[src/rtl/muli_pipe_if.sv]
// Signal bundle for the muli_pipe tap multiplier: stall, sample and coefficient
// inputs plus the valid-qualified scaled product and sticky overflow outputs.
interface muli_pipe_if #(
  parameter int unsigned N  = 16,
  parameter int unsigned CW = 16
);
  logic          EN;
  logic          R_IN;
  logic [N-1:0]  D_IN;
  logic          C_WE;
  logic [CW-1:0] C_IN;
  logic          OVF_CLR;
  logic          R_OUT;
  logic [N-1:0]  D_OUT;
  logic          OVF;

  // Upstream side: tap delay line / control.
  modport master (
    output EN, R_IN, D_IN, C_WE, C_IN, OVF_CLR,
    input  R_OUT, D_OUT, OVF
  );

  // Multiplier side.
  modport slave (
    input  EN, R_IN, D_IN, C_WE, C_IN, OVF_CLR,
    output R_OUT, D_OUT, OVF
  );
endinterface

[src/rtl/muli_pipe.sv]
// Pipelined signed tap multiplier: sample x loadable coefficient, rescaled by an
// arithmetic right shift with optional round-half-up and saturation, and a
// sticky overflow flag. LAT enabled edges from accept to R_OUT.
module muli_pipe #(
  parameter int unsigned N     = 16,
  parameter int unsigned CW    = 16,
  parameter int          I     = 1,
  parameter int unsigned SHIFT = 15,
  parameter int unsigned LAT   = 2,
  parameter int unsigned RND   = 1,
  parameter int unsigned SAT   = 1
) (
  input logic         CLK,
  input logic         RST_N,
  muli_pipe_if.slave  bus
);

  localparam int unsigned PW = N + CW;
  localparam int unsigned RS = (SHIFT > 0) ? SHIFT - 1 : 0;
  // Half-LSB bias of the shifted result; zero when truncating or not shifting.
  localparam logic [PW:0] RBIAS = (RND != 0 && SHIFT > 0) ?
                                  ({{PW{1'b0}}, 1'b1} << RS) : '0;
  localparam logic [N-1:0] SMAX = {1'b0, {(N-1){1'b1}}};
  localparam logic [N-1:0] SMIN = {1'b1, {(N-1){1'b0}}};

  logic [CW-1:0]        coef_q;
  logic signed [PW-1:0] d_ext, c_ext, prod;
  logic signed [PW-1:0] fin_p;
  logic                 fin_v;
  logic signed [PW:0]   sum, q;
  logic [PW:N-1]        q_hi;
  logic                 ovf_c;
  logic [N-1:0]         res;
  logic                 r_out_q;
  logic [N-1:0]         d_out_q;
  logic                 ovf_q, ovf_d;

  // Full-width signed product using the coefficient held before this edge.
  always_comb begin
    d_ext = {{CW{bus.D_IN[N-1]}}, bus.D_IN};
    c_ext = {{N{coef_q[CW-1]}}, coef_q};
    prod  = d_ext * c_ext;
  end

  // Coefficient register; writes act regardless of stall.
  always_ff @(posedge CLK or negedge RST_N) begin
    if (!RST_N) begin
      coef_q <= CW'(I);
    end else if (bus.C_WE) begin
      coef_q <= bus.C_IN;
    end
  end

  generate
    if (LAT > 1) begin : g_pipe
      localparam int unsigned NS = LAT - 1;
      logic signed [PW-1:0] p_q [NS];
      logic [NS-1:0]        v_q;

      // Product stage followed by pure {P, valid} delay stages.
      always_ff @(posedge CLK or negedge RST_N) begin
        if (!RST_N) begin
          v_q <= '0;
          for (int i = 0; i < int'(NS); i++) p_q[i] <= '0;
        end else if (bus.EN) begin
          p_q[0] <= prod;
          v_q[0] <= bus.R_IN;
          for (int i = 1; i < int'(NS); i++) begin
            p_q[i] <= p_q[i-1];
            v_q[i] <= v_q[i-1];
          end
        end
      end

      assign fin_p = p_q[NS-1];
      assign fin_v = v_q[NS-1];
    end else begin : g_comb
      // Single-register tap: multiply feeds the output stage directly.
      assign fin_p = prod;
      assign fin_v = bus.R_IN;
    end
  endgenerate

  // Round, shift and range-check; one extra bit keeps the bias add from wrapping.
  always_comb begin
    sum   = {fin_p[PW-1], fin_p} + RBIAS;
    q     = sum >>> SHIFT;
    q_hi  = q[PW:N-1];
    ovf_c = !((&q_hi) || !(|q_hi));
    res   = q[N-1:0];
    if (SAT != 0 && ovf_c) begin
      res = q[PW] ? SMIN : SMAX;
    end
  end

  // Output stage: valid follows every enabled edge, data only on valid exits.
  always_ff @(posedge CLK or negedge RST_N) begin
    if (!RST_N) begin
      r_out_q <= 1'b0;
      d_out_q <= '0;
    end else if (bus.EN) begin
      r_out_q <= fin_v;
      if (fin_v) begin
        d_out_q <= res;
      end
    end
  end

  // Sticky overflow next state: clear first so a same-edge set wins.
  always_comb begin
    ovf_d = ovf_q;
    if (bus.OVF_CLR) begin
      ovf_d = 1'b0;
    end
    if (bus.EN && fin_v && ovf_c) begin
      ovf_d = 1'b1;
    end
  end

  // Overflow flag register.
  always_ff @(posedge CLK or negedge RST_N) begin
    if (!RST_N) begin
      ovf_q <= 1'b0;
    end else begin
      ovf_q <= ovf_d;
    end
  end

  assign bus.R_OUT = r_out_q;
  assign bus.D_OUT = d_out_q;
  assign bus.OVF   = ovf_q;

endmodule

[src/flat_wrapper.sv]
// flat-port wrapper written by rule: the top's interface ports become plain ports
module muli_pipe_flat 
#(
  parameter int unsigned N     = 16,
  parameter int unsigned CW    = 16,
  parameter int          I     = 1,
  parameter int unsigned SHIFT = 15,
  parameter int unsigned LAT   = 2,
  parameter int unsigned RND   = 1,
  parameter int unsigned SAT   = 1
)
  (CLK, RST_N, bus_EN, bus_R_IN, bus_D_IN, bus_C_WE, bus_C_IN, bus_OVF_CLR, bus_R_OUT, bus_D_OUT, bus_OVF);
  muli_pipe_if #(.N(N), .CW(CW)) bus_i ();
  input logic CLK;
  input logic RST_N;
  input wire logic [$bits(bus_i.EN)-1:0] bus_EN;
  input wire logic [$bits(bus_i.R_IN)-1:0] bus_R_IN;
  input wire logic [$bits(bus_i.D_IN)-1:0] bus_D_IN;
  input wire logic [$bits(bus_i.C_WE)-1:0] bus_C_WE;
  input wire logic [$bits(bus_i.C_IN)-1:0] bus_C_IN;
  input wire logic [$bits(bus_i.OVF_CLR)-1:0] bus_OVF_CLR;
  output wire logic [$bits(bus_i.R_OUT)-1:0] bus_R_OUT;
  output wire logic [$bits(bus_i.D_OUT)-1:0] bus_D_OUT;
  output wire logic [$bits(bus_i.OVF)-1:0] bus_OVF;
  assign bus_i.EN = bus_EN;
  assign bus_i.R_IN = bus_R_IN;
  assign bus_i.D_IN = bus_D_IN;
  assign bus_i.C_WE = bus_C_WE;
  assign bus_i.C_IN = bus_C_IN;
  assign bus_i.OVF_CLR = bus_OVF_CLR;
  assign bus_R_OUT = bus_i.R_OUT;
  assign bus_D_OUT = bus_i.D_OUT;
  assign bus_OVF = bus_i.OVF;
  muli_pipe #(.N(N), .CW(CW), .I(I), .SHIFT(SHIFT), .LAT(LAT), .RND(RND), .SAT(SAT)) u_core (.CLK(CLK), .RST_N(RST_N), .bus(bus_i));
endmodule
[config.mk]
export PLATFORM = sky130hd
export DESIGN_NAME = muli_pipe_flat
export DESIGN_NICKNAME = d
export VERILOG_FILES = /design/src/rtl/muli_pipe_if.sv /design/src/rtl/muli_pipe.sv /design/src/flat_wrapper.sv
export SDC_FILE = /design/constraint.sdc
export NUM_CORES = 1
export LEC_CHECK = 0
export BUFFER_PORTS_ARGS = -buffer_cell sky130_fd_sc_hd__buf_2
export CORE_MARGIN = 4
export CORE_UTILIZATION = 56
export CTS_BUF_LIST = sky130_fd_sc_hd__clkbuf_16
export DETAILED_ROUTE_END_ITERATION = 16
export GPL_TIMING_DRIVEN = 0
export PLACE_DENSITY = 0.74
export SYNTH_ARGS = -nofsm -noshare
export SYNTH_HDL_FRONTEND = slang
export SYNTH_SLANG_ARGS = --single-unit
[constraint.sdc]
create_clock -name CLK -period 5.7 [get_ports CLK]
set_input_delay 0.855 -clock CLK [delete_from_list [all_inputs] [get_ports CLK]]
set_output_delay 0.855 -clock CLK [all_outputs]
set_load 0.02 [all_outputs]
Word level (Yosys, flattened, before mapping)
Index checks and enable logic that the tools add are counted.

Reduce and logical (&&, ||, !) cells: 9. $mul: 1. Add/sub/neg operators: 1. Muxes and demuxes: 4.

Operators by type and width (number): $add 32x16->33 const B (1); $mul 16x16->32 (1); $mux 16 (2); $reduce_and 3->1 (1); $reduce_or 3->1 (1); $logic_and 1x1->1 (2); $logic_not 1->1 (2); $mux 1 (2); $reduce_and 2->1 (1); $reduce_bool 2->1 (1); $logic_or 1x1->1 (1).

Input bits: 38. Register bits after elaboration: 67. Word-level logic and storage cells: 21.

Longest topological paths before layout
Gate-level depths: netlist of the first run.

Depth after elaboration: 7. Mapped depth: 23. Gate-level depth less buffers: 21.

Worst setup path before layout of the first run
No wires, ideal clock.

Kind: input-to-reg. Start point: input port bus_D_IN[15]. End point: register u_core.g_pipe.p_q, in the netlist u_core.fin_p[28]. Path slack: -857 ps. Arrival: 6431 ps. Path buffers: 2. Stages on the path: 20. Data required time: 5574 ps. Path through: clkbuf_1 nand2_1 inv_1 fa_1 fa_1 fa_1 fa_1 fa_1 inv_1 fa_1 inv_1 ha_1 and3_1 buf_2 a221oi_1 o21ai_1 a21o_1 a31oi_2 nor4bb_1 a311o_1.

Longest elaborated chain between the ends: 1.

Ends and longest elaborated chain: from (decl) (line flat_wrapper.sv:18) `input wire logic [$bits(bus_i.D_IN)-1:0] bus_D_IN;`; $mul 16x16->32 (line muli_pipe.sv:42) `prod = d_ext * c_ext;`; to (signal, indexed assignment) (line muli_pipe.sv:69) `p_q[i] <= p_q[i-1];`; to (decl) (line muli_pipe.sv:57) `logic signed [PW-1:0] p_q [NS];`.

No other way between the ends. A chain may end at the register's enable or synchronous reset.

Worst setup path in the final report of the first run
Start point: input port bus_D_IN[4]. End point: register u_core.g_pipe.p_q, in the netlist u_core.fin_p[25].

The elaborated chain is that of the path after synthesis.

==> impl_metrics.env, run 1 <==
export IMPL_clk_insertion_delay_late_ns=0.29
export IMPL_core_area_mm2=0.0210
export IMPL_max_slew_worst_pin_slew_ns=1.23
export IMPL_dpl_hpwl_um=25000
export IMPL_dpl_cell_area_mm2=0.0128
export IMPL_ant_nets=0
export IMPL_stdcell_area_mm2=0.0141
export IMPL_start_util_pct=56.7
export IMPL_grt_pass1_wl_um=52400
export IMPL_grt_ovfl_total=0
export IMPL_cp_arrival_ns=6.29
export IMPL_synth_cell_area_mm2=0.0119
export IMPL_dr_first_iter_drc_count=525
export IMPL_path_max_fanout=7
export IMPL_end_kind="flop"
export IMPL_dp_slack_ns=-1.18
export IMPL_ys_warn_count=0
export IMPL_viasPerCell=5.54
export IMPL_cts_sinks=53
export IMPL_slew_headroom_pct=18.3
export IMPL_synth_seq_cells=53
export IMPL_rsz0062_at_grt="yes"
export IMPL_dr_total_vias=9070
export IMPL_hold_class="flop to flop"
export IMPL_postSynthCellCount=1242
export IMPL_ys_types=62
export IMPL_synthesis_nets=1621
export IMPL_grt_usage_pct=28.2
export IMPL_syn_area_per_cell_um2=9.57
export IMPL_fp_dieH_um=154
export IMPL_setup_viol=17
export IMPL_critPathKind="input port to flop"
export IMPL_multi_input_area_mm2=0.00988
export IMPL_required_ns=5.86
export IMPL_fillers=1666
export IMPL_cts_made_buffers=5
export IMPL_synth_edf_count=0
export IMPL_drv_cap=0
export IMPL_io_pins=56
export IMPL_fp_dieW_um=154
export IMPL_finalHoldViolCount=0
export IMPL_wire_per_inst_um=19.5
export IMPL_yosysSeqAreaShare_pct=11.2
export IMPL_numPortBuffers=53
export IMPL_routabilityCongestion=0.998
export IMPL_async_flop_share_pct=100
export IMPL_htreeDepth=2
export IMPL_num_rows=53
export IMPL_clock_fmax_ghz=0.163
export IMPL_grt_max_degree=54
export IMPL_min_period_ns=6.14
export IMPL_violations="setup timing"
export IMPL_slew_violations=0
export IMPL_wirelength_um=32000
export IMPL_clockRootBuffer="clkbuf_16"
export IMPL_nets=1740
export IMPL_grt_pass1_vias=10213
export IMPL_final_setup_worst_slack_ns=-0.438
export IMPL_path_cells="buf_6 > clkbuf_16 > buf_4 > nand2_1 > fa_1 > inv_1 > fa_1 > inv_1 > fa_1 > inv_1 > fa_1 > fa_1 > inv_1 > fa_1 > inv_2 > ha_4 > a211oi_2 > nand3_2 > a21oi_4 > a21oi_2 > o221a_2 > and4b_1 > or3_1"
export IMPL_seq_area_mm2=0.00135
export IMPL_firstDrtPassIters=6
export IMPL_status="finished, violations left"
export IMPL_dieArea_mm2=0.0236
export IMPL_ctsLongestPathBuffers=2
export IMPL_synthToLayoutAreaGrowth_pct=18.7
export IMPL_drc=0
export IMPL_grt_antenna_before_repair=1
export IMPL_cts_tree="yes"
export IMPL_slowest_stage="fa_1"
export IMPL_ys_flop_type="dfrtp_1"
export IMPL_hold_buffers=0
export IMPL_cts_clk_slew_worst_paths_ns=0.08
export IMPL_min_period_over_period_pct=108
export IMPL_cp_common_cell="fa_1"
export IMPL_start_kind="input port"
export IMPL_skew_ns=0.00891
export IMPL_cpPeakStageDelay_ns=0.53
export IMPL_drive_above_1_share_pct=22.2
==> routing by layer <==
layer / routed length (um) / GRT usage (%) / vias up
met5: 0 / 0 / -
met4: 1790 / 13.6 / 0
met3: 1940 / 3.46 / 106
met2: 16400 / 48.8 / 375
met1: 11900 / 35.3 / 4617
li1: - / - / 3972
==> layout by cell type, fill, tap and decap left out, types with 10 or more instances in the layout <==
cell type,netlist,layout
clkbuf_16,0,15
o21ai_0,28,25
inv_1,280,267
and2_1,124,118
ha_4,0,15
dfrtp_1,52,37
dfrtp_2,0,15
nor2_1,29,26
a21oi_1,31,20
inv_2,0,12
fa_1,261,245
mux2_2,24,20
nand2_1,151,141
xnor2_1,29,28
buf_2,2,42
fa_2,0,16
a21oi_2,0,10
nand3_1,14,12
ha_1,80,63
buf_4,1,67
==> layout make-up <==
class / instances / share of cell area (%)
Clock inverter: 3 / 0.133
Multi-Input combinational cell: 863 / 70.0
Clock buffer: 5 / 0.887
Inverter: 280 / 7.49
Antenna cell: 1 / 0.0177
Timing Repair Buffer: 115 / 6.05
Buffer: 43 / 3.42
Tap cell: 275 / 2.44
Sequential cell: 53 / 9.54
==> registers in the layout (all words and copies together) (netlist names) <==
register	flops
u_core.coef_q	16
u_core.bus.R_OUT	1
u_core.bus.OVF	1
u_core.fin_p	18
u_core.bus.D_OUT	16
u_core.fin_v	1
==> repair_timing <==
item	CTS	global route
endpoints found under the hold margin	0	0
pin swaps	72	45
buffers inserted	37	24
resized for setup	141	40
endpoints found under the setup margin	18	17
cloned	1	0
==> worst max-delay path, delay by kind of cell <==
family,cells,cell delay (ns)
simple gates,4,0.80
compound gates,4,0.84
buf+inv,8,0.76
fa+ha+maj,7,3.02
==> path summary, 6_finish.rpt <==
check,start,end,slack (ns),depth (start not counted)
min in group asynchronous,RST_N,u_core.fin_p[20],0.82,1
hold reg to reg,u_core.bus.D_OUT[4],u_core.bus.D_OUT[4],0.48,2
hold / removal,u_core.bus.D_OUT[4],u_core.bus.D_OUT[4],0.48,2
setup reg to reg,u_core.coef_q[9],u_core.fin_p[25],-0.41,21
setup / recovery,bus_D_IN[4],u_core.fin_p[25],-0.44,23
max in group asynchronous,RST_N,u_core.coef_q[9],4.04,1
==> metrics by stage <==
stage | hold slack (ns) | std cells | util, % | setup TNS, ns
floorplan | 0.481 | 1242 | - | -1.89
global placement | 0.463 | 1570 | 61.3 | -14.02
detailed placement | 0.465 | 1570 | 61.3 | -14.92
CTS | 0.482 | 1613 | 65.8 | -3.90
global route | 0.508 | 1638 | 67.4 | -7.11
finish | 0.478 | 1638 | 67.4 | -4.27
==> cell usage after synthesis, drive strengths merged (2+ instances only) <==
cell / n / area share (%)
xor2: 5 / 0.37
a2111oi: 2 / 0.25
clkbuf: 40 / 1.3
nand2: 151 / 4.8
and3: 4 / 0.22
or3: 5 / 0.26
a211oi: 5 / 0.36
fa: 261 / 44
xnor2: 29 / 2.1
nor3: 5 / 0.25
inv: 280 / 8.8
nor2b: 4 / 0.21
nand2b: 8 / 0.42
a21oi: 31 / 1.3
dfrtp: 52 / 11
nand4: 5 / 0.26
o22ai: 2 / 0.11
ha: 80 / 8.4
nand3: 14 / 0.59
a31oi: 6 / 0.37
mux2: 25 / 2.4
o211ai: 2 / 0.13
nor2: 29 / 0.92
nand3b: 2 / 0.13
o21ai: 30 / 1.3
a21o: 8 / 0.51
and2: 125 / 6.6
and4: 2 / 0.15
buf: 6 / 0.24
==> cells by family after synthesis <==
| group | after synthesis | synth area share, % |
|---|---|---|
| buf+inv | 326 | 10.3 |
| compound gates | 103 | 5.81 |
| simple gates | 358 | 15.1 |
| xor+xnor | 35 | 2.69 |
| mux | 26 | 2.48 |
| flops | 53 | 11.2 |
| fa+ha+maj | 341 | 52.4 |
Power of run 1 is left out: the tool's default activity adds up to more than one toggle a clock period on the data nets, which glitch-free logic cannot reach.
==> run 2: changes to the inputs <==
--- a/config.mk
+++ b/config.mk
@@ -7,11 +7,12 @@
 export LEC_CHECK = 0
 export BUFFER_PORTS_ARGS = -buffer_cell sky130_fd_sc_hd__buf_2
 export CORE_MARGIN = 4
-export CORE_UTILIZATION = 56
+export CORE_UTILIZATION = 45
 export CTS_BUF_LIST = sky130_fd_sc_hd__clkbuf_16
 export DETAILED_ROUTE_END_ITERATION = 16
 export GPL_TIMING_DRIVEN = 0
-export PLACE_DENSITY = 0.74
+export PLACE_DENSITY = 0.61
+export SETUP_SLACK_MARGIN = 0.1
 export SYNTH_ARGS = -nofsm -noshare
 export SYNTH_HDL_FRONTEND = slang
 export SYNTH_SLANG_ARGS = --single-unit
==> constraint.sdc (replaced) <==
create_clock -name CLK -period 5.7 [get_ports CLK]
set_input_delay 0.57 -clock CLK [delete_from_list [all_inputs] [get_ports CLK]]
set_output_delay 0.57 -clock CLK [all_outputs]
set_load 0.02 [all_outputs]
==> run 2 against run 1 <==
Against the previous run: the run still ends with setup timing left; maximum frequency rose by 3.0%; global-route usage fell by 3.9 points; cell area grew 0.77%; sequential share of layout area fell by 0.082 points; first-iteration DRC count shrank 33%; core utilization fell by 13 points; critical path type is now flop to flop.
==> impl_metrics.env, run 2 (synthesized netlist as in run 1, its figures left out) <==
export IMPL_critical_path_startpoint="u_core.coef_q[7]"
export IMPL_slew_violations=0
export IMPL_cp_endpoint="u_core.fin_p[25]"
export IMPL_dieArea_mm2=0.0291
export IMPL_cts_clk_slew_worst_paths_ns=0.07
export IMPL_largest_reg_flops=18
export IMPL_firstDrtPassIters=5
export IMPL_slew_headroom_pct=20.6
export IMPL_end_kind="flop"
export IMPL_fp_dieW_um=171
export IMPL_required_ns=5.88
export IMPL_io_pins=56
export IMPL_start_kind="flop"
export IMPL_crit_reg2reg_launch="u_core.coef_q[7]"
export IMPL_path_max_fanout=5
export IMPL_cts_tree="yes"
export IMPL_cts_sinks=53
export IMPL_hold_class="input port to flop"
export IMPL_rsz0062_at_grt="yes"
export IMPL_drc=0
export IMPL_dr_total_vias=8770
export IMPL_htreeDepth=2
export IMPL_clock_fmax_ghz=0.168
export IMPL_start_util_pct=45.6
export IMPL_fp_dieH_um=171
export IMPL_num_rows=59
export IMPL_core_area_mm2=0.0261
export IMPL_r2r_cells=21
export IMPL_grt_ovfl_total=0
export IMPL_min_period_over_period_pct=105
export IMPL_ctsLongestPathBuffers=2
export IMPL_dpl_hpwl_um=25400
export IMPL_synthToLayoutAreaGrowth_pct=19.7
export IMPL_hold_buffers=0
export IMPL_numPortBuffers=53
export IMPL_critPathKind="flop to flop"
export IMPL_viasPerCell=5.19
export IMPL_skew_ns=0.00858
export IMPL_setup_tns_ns=-2.01
export IMPL_dp_slack_ns=-1.09
export IMPL_setup_viol=14
export IMPL_cp_arrival_ns=6.13
export IMPL_violations="setup timing"
export IMPL_clockRootBuffer="clkbuf_16"
export IMPL_grt_pass1_vias=9703
export IMPL_cts_made_buffers=5
export IMPL_final_common_cell="inv_1"
export IMPL_clk_insertion_delay_late_ns=0.30
export IMPL_routabilityCongestion=0.922
export IMPL_grt_pass1_wl_um=53700
export IMPL_wirelength_um=33300
export IMPL_drive_above_1_share_pct=23.0
export IMPL_ant_nets=0
export IMPL_rr_endpoint="u_core.fin_p[25]"
export IMPL_antenna_cells=0
export IMPL_dr_first_iter_drc_count=350
export IMPL_rrSetupSlack_ns=-0.26
export IMPL_grt_usage_pct=24.3
export IMPL_status="finished, violations left"
export IMPL_max_slew_worst_pin_slew_ns=1.19
export IMPL_grt_antenna_before_repair=1
export IMPL_nets=1733
export IMPL_finalHoldViolCount=0
export IMPL_min_period_ns=5.96
export IMPL_layout_common_cells="inv_1 (260), fa_1 (242), nand2_1 (140)"
export IMPL_drv_cap=0
export IMPL_wire_per_inst_um=19.7
export IMPL_grt_max_degree=54
export IMPL_final_setup_worst_slack_ns=-0.258
## run 2: cell types whose count changed in the layout (fill, tap and decap cells not counted), moves of 3 or more
cell      previous run  this run
buf_4               67        51
inv_1              267       260
fa_1               245       242
fa_2                16        19
inv_2               12        19
clkbuf_8             4        11
buf_2               42        45
buf_8                2         6
clkbuf_4             8         4
## run 2: how the worst min path moves through the flow
stage	cells past startpoint	start	to
after floorplan	0	RST_N	u_core.bus.D_OUT[0]
after global placement	2	u_core.bus.D_OUT[6]	u_core.bus.D_OUT[6]
after detailed placement	2	u_core.bus.D_OUT[8]	u_core.bus.D_OUT[8]
after CTS	2	bus_OVF_CLR	u_core.bus.OVF
after global routing	2	bus_OVF_CLR	u_core.bus.OVF
final	2	bus_OVF_CLR	u_core.bus.OVF
## run 2: layout make-up
class,instances,area [um^2]
Clock inverter,3,21.3
Tap cell,335,419
Buffer,45,579
Clock buffer,5,125
Multi-Input combinational cell,863,9920
Inverter,280,1050
Fill cell,2377,11800
Timing Repair Buffer,106,756
Sequential cell,53,1350
## run 2: timing repair
| item | 4_1_cts | 5_1_grt |
|---|---|---|
| gates resized for setup | 136 | 65 |
| setup buffers | 45 | 9 |
| setup endpoints to repair | 18 | 17 |
| pin swaps | 53 | 42 |
## run 2: metrics by stage
stage	hold WS, ns	utilization (%)	instance area (um^2)	instances
6_report	0.458	54.6	14200	1690
5_1_grt	0.460	54.6	14200	1690
4_1_cts	0.451	53.6	14000	1682
3_5_place_dp	0.469	49.5	12900	1630
3_3_place_gp	0.463	49.5	12900	1630
2_1_floorplan	0.274	-	12200	1242
## run 2: worst max-delay path, stage by stage (launching register included)
cell and delay [ns]:
dfrtp_2 0.47, clkbuf_16 0.19, buf_12 0.11, nand2_4 0.05, fa_1 0.54, inv_2 0.04
fa_1 0.49, fa_1 0.61, fa_1 0.49, fa_1 0.51, inv_1 0.05, fa_1 0.49
inv_2 0.04, ha_4 0.17, a211oi_4 0.24, o311ai_4 0.18, o2111ai_2 0.13, buf_4 0.17
a21oi_2 0.03, o221a_2 0.27, and4b_1 0.18, or3_1 0.36
## run 2: layer usage
layer  wire [um]  vias to the layer above  track usage, %
li1            -                     3961               -
met1       13600                     4519            31.8
met2       16600                      236            42.4
met3        1840                       54            3.72
met4        1250                        0            6.88
met5           0                        -               0
Power of run 2 is left out for the same reason.
==> run 3: changes to the inputs <==
--- a/config.mk
+++ b/config.mk
@@ -12,6 +12,7 @@
 export DETAILED_ROUTE_END_ITERATION = 16
 export GPL_TIMING_DRIVEN = 0
 export PLACE_DENSITY = 0.61
+export REMOVE_ABC_BUFFERS = 1
 export SETUP_SLACK_MARGIN = 0.1
 export SYNTH_ARGS = -nofsm -noshare
 export SYNTH_HDL_FRONTEND = slang
==> run 3 against run 2 <==
Against the previous run: the flow still finishes with violations (setup timing); die area unchanged; critical path depth down 2; cell area down 2.3%; worst setup slack improved by 0.040 ns; hold slack better by 0.0063 ns; first-iteration DRC count increased by 6.0%; critical path type unchanged; critical endpoint is now u_core.fin_p[31]; largest cell class unchanged.
==> impl_metrics.env, run 3 (synthesized netlist as in run 1, its figures left out) <==
export IMPL_drive_above_1_share_pct=22.8
export IMPL_hold_class="input port to flop"
export IMPL_cts_sinks=53
export IMPL_required_ns=5.93
export IMPL_cts_made_buffers=5
export IMPL_place_inst=1586
export IMPL_num_rows=59
export IMPL_dieArea_mm2=0.0291
export IMPL_min_period_ns=5.92
export IMPL_fp_dieW_um=171
export IMPL_slew_headroom_pct=20.6
export IMPL_dr_first_iter_drc_count=371
export IMPL_critPathKind="flop to flop"
export IMPL_fillers=2408
export IMPL_drv_cap=0
export IMPL_largest_reg_flops=18
export IMPL_stdcell_area_mm2=0.0139
export IMPL_path_max_fanout=6
export IMPL_dpl_cell_area_mm2=0.0124
export IMPL_grt_pass1_wl_um=48800
export IMPL_routabilityCongestion=0.822
export IMPL_dr_total_vias=8642
export IMPL_min_period_over_period_pct=104
export IMPL_antenna_cells=0
export IMPL_skew_ns=0.00766
export IMPL_seq_area_mm2=0.00138
export IMPL_slew_violations=0
export IMPL_cts_tree="yes"
export IMPL_max_slew_worst_pin_slew_ns=1.19
export IMPL_nets=1718
export IMPL_wirelength_um=30100
export IMPL_status="finished, violations left"
export IMPL_grt_usage_pct=21.4
export IMPL_clk_insertion_delay_late_ns=0.29
export IMPL_core_area_mm2=0.0261
export IMPL_ant_nets=0
export IMPL_viasPerCell=5.16
export IMPL_io_pins=56
export IMPL_routed_wl_met2_um=15600
export IMPL_grt_max_degree=54
export IMPL_grt_antenna_before_repair=1
export IMPL_wire_per_inst_um=18.0
export IMPL_setup_viol=14
export IMPL_start_util_pct=45.6
export IMPL_cts_clk_slew_worst_paths_ns=0.07
export IMPL_synthToLayoutAreaGrowth_pct=16.9
export IMPL_dpl_hpwl_um=21200
export IMPL_top_layer_used="met5"
export IMPL_drc=0
export IMPL_rsz0062_at_grt="yes"
export IMPL_numPortBuffers=55
export IMPL_m1WireLength_um=12600
export IMPL_violations="setup timing"
export IMPL_final_setup_worst_slack_ns=-0.218
export IMPL_final_common_cell="inv_1"
export IMPL_grt_pass1_vias=9313
export IMPL_fp_dieH_um=171
export IMPL_finalHoldViolCount=0
export IMPL_layout_common_cells="inv_1 (267), fa_1 (238), nand2_1 (141)"
export IMPL_clock_fmax_ghz=0.169
export IMPL_multi_input_area_mm2=0.00990
export IMPL_dr_wl_met3_um=1030
export IMPL_start_kind="flop"
export IMPL_setup_tns_ns=-1.67
export IMPL_firstDrtPassIters=4
export IMPL_cp_arrival_ns=6.15
export IMPL_clockRootBuffer="clkbuf_16"
export IMPL_dp_slack_ns=-1.14
export IMPL_final_cells=1675
export IMPL_htreeDepth=2
export IMPL_ctsLongestPathBuffers=2
export IMPL_grt_ovfl_total=0
export IMPL_end_kind="flop"
## run 3: timing repair
item / 4_1_cts / 5_1_grt
buffers inserted: 54 / 27
gates cloned: 0 / 0
pin swaps: 44 / 98
hold buffers: 0 / 0
resized for setup: 92 / 99
setup endpoints to repair: 18 / 18
## run 3: worst paths after layout
kind	start	to	slack [ns]	cells past startpoint
min in group asynchronous	RST_N	u_core.bus.D_OUT[2]	0.52	1
min	bus_OVF_CLR	u_core.bus.OVF	0.46	2
max reg2reg	u_core.coef_q[11]	u_core.fin_p[31]	-0.22	19
max in group asynchronous	RST_N	u_core.coef_q[10]	4.30	1
min reg2reg	u_core.bus.D_OUT[11]	u_core.bus.D_OUT[11]	0.48	2
max	u_core.coef_q[11]	u_core.fin_p[31]	-0.22	19
## run 3: routing by layer
layer	track usage (%)	vias to the layer above
li1	-	3930
met1	28.6	4512
met2	37.9	148
met3	1.99	50
met4	4.93	2
met5	0	-
## run 3: final cells by class
type                    instances  area share [%]
repair buffers                136            7.12
clock inverters                 3           0.153
clock buffers                   5           0.901
well taps                     335            3.02
inverters                     280            7.59
multi-input cells             863            71.3
flip-flops and latches         53            9.94
## run 3: through the flow
step / hold slack, ns / util (%)
finish: 0.464 / 53.3
floorplan: 0.274 / -
global placement: 0.462 / 47.6
global route: 0.476 / 53.3
detailed placement: 0.467 / 47.6
CTS: 0.461 / 51.0
## run 3: worst max-delay path: stages, from the launching register on
cell and delay [ns]:
dfrtp_4 0.55, and2_4 0.17, fa_1 0.53, inv_1 0.05, fa_1 0.51, inv_2 0.04
fa_2 0.56, fa_2 0.48, fa_2 0.56, fa_1 0.46, ha_4 0.31, nand2_4 0.06
o311ai_4 0.33, o2111ai_2 0.21, a211oi_2 0.22, buf_4 0.19, a2111oi_4 0.09, buf_4 0.15
or3_1 0.30, nand3_1 0.08
Power of run 3 is left out for the same reason.
